--- config.mk ---
export PLATFORM = sky130hd
export DESIGN_NAME = subtree_rr_scheduler
export DESIGN_NICKNAME = d
export VERILOG_FILES = /design/src/rtl/subtree_sched_pkg.sv /design/src/rtl/rr_pick.sv /design/src/rtl/subtree_rr_scheduler.sv
export SDC_FILE = /design/constraint.sdc
export NUM_CORES = 1
export LEC_CHECK = 0
export BUFFER_PORTS_ARGS = -buffer_cell sky130_fd_sc_hd__buf_2
export CAP_MARGIN = 10
export CORE_MARGIN = 4
export CORE_UTILIZATION = 55
export DETAILED_ROUTE_END_ITERATION = 8
export PLACE_DENSITY = 0.82
export REMOVE_ABC_BUFFERS = 1
export SYNTH_ARGS = -nofsm -noshare
export SYNTH_HDL_FRONTEND = slang
export SYNTH_HIERARCHICAL = 1
export SYNTH_SLANG_ARGS = --single-unit
--- constraint.sdc ---
create_clock -name i_clk -period 12.2 [get_ports i_clk]
set_input_delay 1.22 -clock i_clk [delete_from_list [all_inputs] [get_ports i_clk]]
set_output_delay 1.22 -clock i_clk [all_outputs]
set_load 0.005 [all_outputs]
--- src/rtl/subtree_sched_pkg.sv ---
// Shared types and helpers for the subtree round-robin scheduler.
package subtree_sched_pkg;

  typedef enum logic [1:0] {
    S_IDLE,
    S_HOLD,
    S_GAP
  } sched_state_e;

  function automatic int IDX_W(input int n);
    return (n > 1) ? $clog2(n) : 1;
  endfunction

endpackage

--- src/rtl/rr_pick.sv ---
// Round-robin pick: first set request searching upward from last+1, wrapping at N_CHILD.
module rr_pick
  import subtree_sched_pkg::*;
#(
  parameter int N_CHILD = 5,
  parameter int IW      = IDX_W(N_CHILD)
) (
  input  logic [N_CHILD-1:0] i_req,
  input  logic [IW-1:0]      i_last,
  output logic [IW-1:0]      o_pick_idx,
  output logic               o_pick_vld
);

  localparam logic [IW:0] NC = (IW+1)'(N_CHILD);

  logic [IW-1:0]        w_start;
  logic [2*N_CHILD-1:0] w_dbl;
  logic [N_CHILD-1:0]   w_rot;
  logic [IW-1:0]        w_off;
  logic                 w_found;
  logic [IW:0]          w_sum;

  assign w_start = (i_last == IW'(N_CHILD-1)) ? '0 : i_last + 1'b1;
  // Doubling the vector turns the circular search into a plain shift.
  assign w_dbl   = {i_req, i_req};
  assign w_rot   = N_CHILD'(w_dbl >> w_start);

  always_comb begin
    w_off   = '0;
    w_found = 1'b0;
    for (int k = 0; k < N_CHILD; k++) begin
      if (!w_found && w_rot[k]) begin
        w_found = 1'b1;
        w_off   = IW'(k);
      end
    end
  end

  assign w_sum      = {1'b0, w_start} + {1'b0, w_off};
  assign o_pick_idx = (w_sum >= NC) ? IW'(w_sum - NC) : w_sum[IW-1:0];
  assign o_pick_vld = |i_req;

endmodule

--- src/rtl/subtree_rr_scheduler.sv ---
// Time-shares one exclusive resource among the children of a subtree node,
// holding each grant until the child signals done or the hold timer expires.
module subtree_rr_scheduler
  import subtree_sched_pkg::*;
#(
  parameter int N_CHILD  = 5,
  parameter int MAX_HOLD = 64,
  parameter int GAP      = 1,
  parameter int IW       = IDX_W(N_CHILD)
) (
  input  logic               i_clk,
  input  logic               i_rst,
  input  logic [N_CHILD-1:0] i_req,
  input  logic [N_CHILD-1:0] i_done,
  input  logic               i_clr_err,
  output logic [N_CHILD-1:0] o_grant,
  output logic               o_grant_vld,
  output logic [IW-1:0]      o_grant_idx,
  output logic               o_timeout,
  output logic               o_err_sticky,
  output logic [IW-1:0]      o_err_idx
);

  localparam int HW = IDX_W(MAX_HOLD);
  localparam logic [HW-1:0] HOLD_LAST = HW'(MAX_HOLD-1);
  localparam logic [1:0]    GAP_LAST  = 2'(GAP-1);
  localparam sched_state_e  REL_STATE = (GAP == 0) ? S_IDLE : S_GAP;

  sched_state_e       r_state, w_state_n;
  logic [HW-1:0]      r_hold_cnt, w_hold_n;
  logic [1:0]         r_gap_cnt, w_gap_n;
  logic [IW-1:0]      r_last, w_last_n;
  logic [N_CHILD-1:0] r_grant, w_grant_n;
  logic [IW-1:0]      r_grant_idx, w_grant_idx_n;
  logic               r_timeout, w_timeout_n;
  logic               r_err_sticky, w_err_sticky_n;
  logic [IW-1:0]      r_err_idx, w_err_idx_n;
  logic [IW-1:0]      w_pick_idx;
  logic               w_pick_vld;
  logic               w_done_g;

  rr_pick #(.N_CHILD(N_CHILD), .IW(IW)) u_pick (
    .i_req      (i_req),
    .i_last     (r_last),
    .o_pick_idx (w_pick_idx),
    .o_pick_vld (w_pick_vld)
  );

  assign w_done_g = i_done[r_grant_idx];

  always_ff @(posedge i_clk) begin
    if (i_rst) begin
      r_state      <= S_IDLE;
      r_hold_cnt   <= '0;
      r_gap_cnt    <= '0;
      r_last       <= IW'(N_CHILD-1);
      r_grant      <= '0;
      r_grant_idx  <= '0;
      r_timeout    <= 1'b0;
      r_err_sticky <= 1'b0;
      r_err_idx    <= '0;
    end else begin
      r_state      <= w_state_n;
      r_hold_cnt   <= w_hold_n;
      r_gap_cnt    <= w_gap_n;
      r_last       <= w_last_n;
      r_grant      <= w_grant_n;
      r_grant_idx  <= w_grant_idx_n;
      r_timeout    <= w_timeout_n;
      r_err_sticky <= w_err_sticky_n;
      r_err_idx    <= w_err_idx_n;
    end
  end

  always_comb begin
    w_state_n      = r_state;
    w_hold_n       = r_hold_cnt;
    w_gap_n        = r_gap_cnt;
    w_last_n       = r_last;
    w_grant_n      = r_grant;
    w_grant_idx_n  = r_grant_idx;
    w_timeout_n    = 1'b0;
    w_err_sticky_n = r_err_sticky & ~i_clr_err;
    w_err_idx_n    = r_err_idx;
    case (r_state)
      S_IDLE: begin
        if (w_pick_vld) begin
          w_grant_n             = '0;
          w_grant_n[w_pick_idx] = 1'b1;
          w_grant_idx_n         = w_pick_idx;
          w_last_n              = w_pick_idx;
          w_hold_n              = '0;
          w_state_n             = S_HOLD;
        end
      end
      S_HOLD: begin
        // done takes priority so a completion on the last hold cycle is not flagged
        if (w_done_g) begin
          w_grant_n = '0;
          w_gap_n   = '0;
          w_state_n = REL_STATE;
        end else if (r_hold_cnt == HOLD_LAST) begin
          w_grant_n      = '0;
          w_gap_n        = '0;
          w_state_n      = REL_STATE;
          w_timeout_n    = 1'b1;
          w_err_sticky_n = 1'b1;
          w_err_idx_n    = r_grant_idx;
        end else begin
          w_hold_n = r_hold_cnt + 1'b1;
        end
      end
      S_GAP: begin
        if (r_gap_cnt == GAP_LAST) w_state_n = S_IDLE;
        else                       w_gap_n   = r_gap_cnt + 1'b1;
      end
      default: w_state_n = S_IDLE;
    endcase
  end

  assign o_grant      = r_grant;
  assign o_grant_vld  = |r_grant;
  assign o_grant_idx  = r_grant_idx;
  assign o_timeout    = r_timeout;
  assign o_err_sticky = r_err_sticky;
  assign o_err_idx    = r_err_idx;

endmodule

==> results.md <==
- Outcome: complete, no violations
- Worst-path clk slew: 0.13 ns
- Final cycle utilization of the critical path: between 40% and 50%
- Critical Path End Type: register
- TNS Setup: 0 ns
- Initial DRC count: between 90 and 100
- Post-layout util: between 60 and 70%
- H-tree Lvls: 1
- CTS Buffer Depth: 2
- Post-CTS setup buffer count: 0
- CP Launch Type: register
- Worst reg2reg setup slack: between 7 and 8 ns
- Drt pass-1 iters: 4
- Post-route cell area: roughly 0.0018 sq mm
- Reg2reg start: r_last[0]
- Die W: 62.6 microns
- Pleak: about 0.8 nW
- Global-route total usage across every layer: between 10% and 20%
- FMAX: just under 0.2 GHz
- Wire length on met1: ~1.4 mm
- Layout cells sized above 1: between 20% and 30%
- Detailed Route WL: around 3.5 mm
- Worst-Margin Slew: a little over 0.7 ns
- Port-buffer cells: 26
- Synthesis-stage register bit count: 24
- Final ANT Viol Nets: 0
- Initial antenna violation count: 0
- Final hold vios: 0
- Post-Syn Area: 0.00164 sq mm
- Setup crit end: o_grant[4]
- Wire length per cell: 14.5 microns
- EDFF count, synth: 0
- CP startpoint: r_last[0]
- Yosys top cell area share: 29.3%
- Fin nets: 233
- Post-synthesis cell type count: 52
- Hold WC Path Type: reg -> reg
- Rel. slew slack: between 50% and 60%
- Cell Area, Placed: ~0.0018 sq mm
- CTS tree: yes
- Tmin final: 5.16 ns
- Placed cell count: 237
- Top Metal Used: met4
- Core ar.: around 0.0028 sq mm
- Required @ worst endpoint: about 12 ns
- Die Area: about 0.0039 sq mm
- Gpl congestion: about 0.85
- Endpoints failing setup: 0
- Most common cell after layout, fill and taps aside: buf_2
- Residual DRC: 0
- Pin count of the biggest net entering global routing: 24
- Top cells by area, synth: dfxtp_1 (29%), mux2i_1 (7.3%), ha_1 (6.1%)
- Most frequent cells in the layout: buf_2 (26), dfxtp_1 (24), nand2_1 (21)
- Clock Latency Late Sink: 0.32 ns
- Max Transition Viols Final: 0
- Area delta synth->final: 10.2%
- Final Skew: approximately 0.0096 ns
- Post-route insts no fill: between 200 and 250
- Worst Path Max Fanout: 10
- CTS Root Buffer Type: clkbuf_4
- Wire length on met3: between 100 and 150 microns
- WP data arrival: between 5 and 6 ns
- Async S/R FF share, synth: 0%
- Pwr dens: 304 mW/mm^2
- Via count of the routed design: ~1.4k
- Max Cap Viol: 0
- Diodes inserted: 0
- Max VDD drop: around 0.00032 V
- Grt ovf: 0
- Worst Reg-to-Reg Cells: 18
- Syn Inst Count: about 190
- Total CTS buffers: 3
- Number of global-route vias before repair: between 1k and 1.5k
- Number of I/O pins: 27
- R2r endpoint: o_grant[4]
- Worst hold path cell count: 2
- Synth Area per Inst: approximately 9 sq um
- Top FF cell, synth: dfxtp_1
- CTS resizes: 0
- Hold buffer count at CTS: 0
- RSZ-0062 raised after global routing: no
- Cell accounting for the most synthesized area: dfxtp_1
- DR vias/cell: 5.95
- Initial core utilization: roughly 60%
- Met2 WL: between 1.5 and 2 mm
- Synth warn: 6
- Detailed Place HPWL: around 2.8 mm
- Seq/Total Area, Yosys: between 20 and 30%
- Std-Cell Rows: 19
- Die Y: around 63 microns
- First-pass GRT wire length: just over 6 mm
- Clock Sinks: 24
- Worst Setup Path Type: reg -> reg
-- sequential cells by signal (all words and copies together) (netlist names) --
name,cells
r_last,3
o_timeout,1
r_state,2
o_grant,5
o_grant_idx,1
r_gap_cnt,2
r_hold_cnt,6
o_err_sticky,1
o_err_idx,3
-- power breakdown --
part           internal, W  switching (W)
registers        0.0000885      0.0000108
logic             0.000170       0.000238
clock network    0.0000183      0.0000234
-- cells by family after synthesis --
group                    after synthesis  synth area share (%)
AO/OA/AOI/OAI                         42                  21.2
XOR/XNOR                               4                  2.60
adder cells (fa/ha/maj)                9                  7.33
buffers and inverters                 17                  4.81
flip-flops                            24                  29.3
multiplexers                          18                  13.0
AND/OR/NAND/NOR                       72                  21.8
-- worst min-delay path by stage --
stage	startpoint	to	slack, ns
final	o_err_idx[0]	o_err_idx[0]	0.46
after global routing	o_err_idx[0]	o_err_idx[0]	0.50
after CTS	o_err_idx[0]	o_err_idx[0]	0.46
after detailed placement	o_err_idx[0]	o_err_idx[0]	0.44
after global placement	r_gap_cnt[1]	r_gap_cnt[1]	0.44
after floorplan	r_gap_cnt[1]	r_gap_cnt[1]	0.43
-- through the flow --
stage | hold WS [ns] | power, W | setup WS [ns]
floorplan | 0.426 | 0.000427 | 7.74
global placement | 0.440 | 0.000476 | 7.44
detailed placement | 0.443 | 0.000504 | 7.14
CTS | 0.461 | 0.000547 | 7.11
global route | 0.496 | 0.000600 | 6.65
finish | 0.462 | 0.000549 | 7.04
-- synthesized netlist by cell type (3+ instances only) --
library cell and instances:
nor2_1 16, mux2i_1 12, dfxtp_1 24, inv_1 9, o31ai_1 3, mux2_2 3, nand2_1 21, clkbuf_1 3
nand3_1 6, nor3_1 6, a21oi_1 11, ha_1 8, o21ai_0 6, nand2b_1 7, nor2b_1 3
-- per-layer routing --
| layer | track usage [%] | up-vias |
|---|---|---|
| met3 | 2.34 | 9 |
| met1 | 19.5 | 684 |
| li1 | - | 718 |
| met2 | 37.2 | 23 |
| met5 | 0 | - |
| met4 | 7.99 | 0 |
-- critical path, cell delays in order, from the launching register on --
cell      delay, ns
dfxtp_1        0.57
inv_1          0.11
ha_1           0.25
a21oi_2        0.58
mux2i_1        0.26
mux2_2         0.33
mux2i_1        0.22
nand2b_1       0.16
nand3_1        0.12
fa_1           0.53
ha_1           0.20
nand2b_1       0.18
a21o_1         0.21
a221oi_2       0.46
nand2b_1       0.15
mux2i_1        0.17
mux2i_1        0.18
nor4_1         0.32
a21o_1         0.11
-- cell type report --
| class | count | area, sq um |
|---|---|---|
| repair buffers | 26 | 130 |
| well taps | 31 | 38.8 |
| flip-flops and latches | 24 | 480 |
| fillers | 249 | 1000 |
| clock buffers | 4 | 36.3 |
| inverters | 11 | 41.3 |
| multi-input cells | 145 | 1080 |
(Power assumes the default switching activity.)
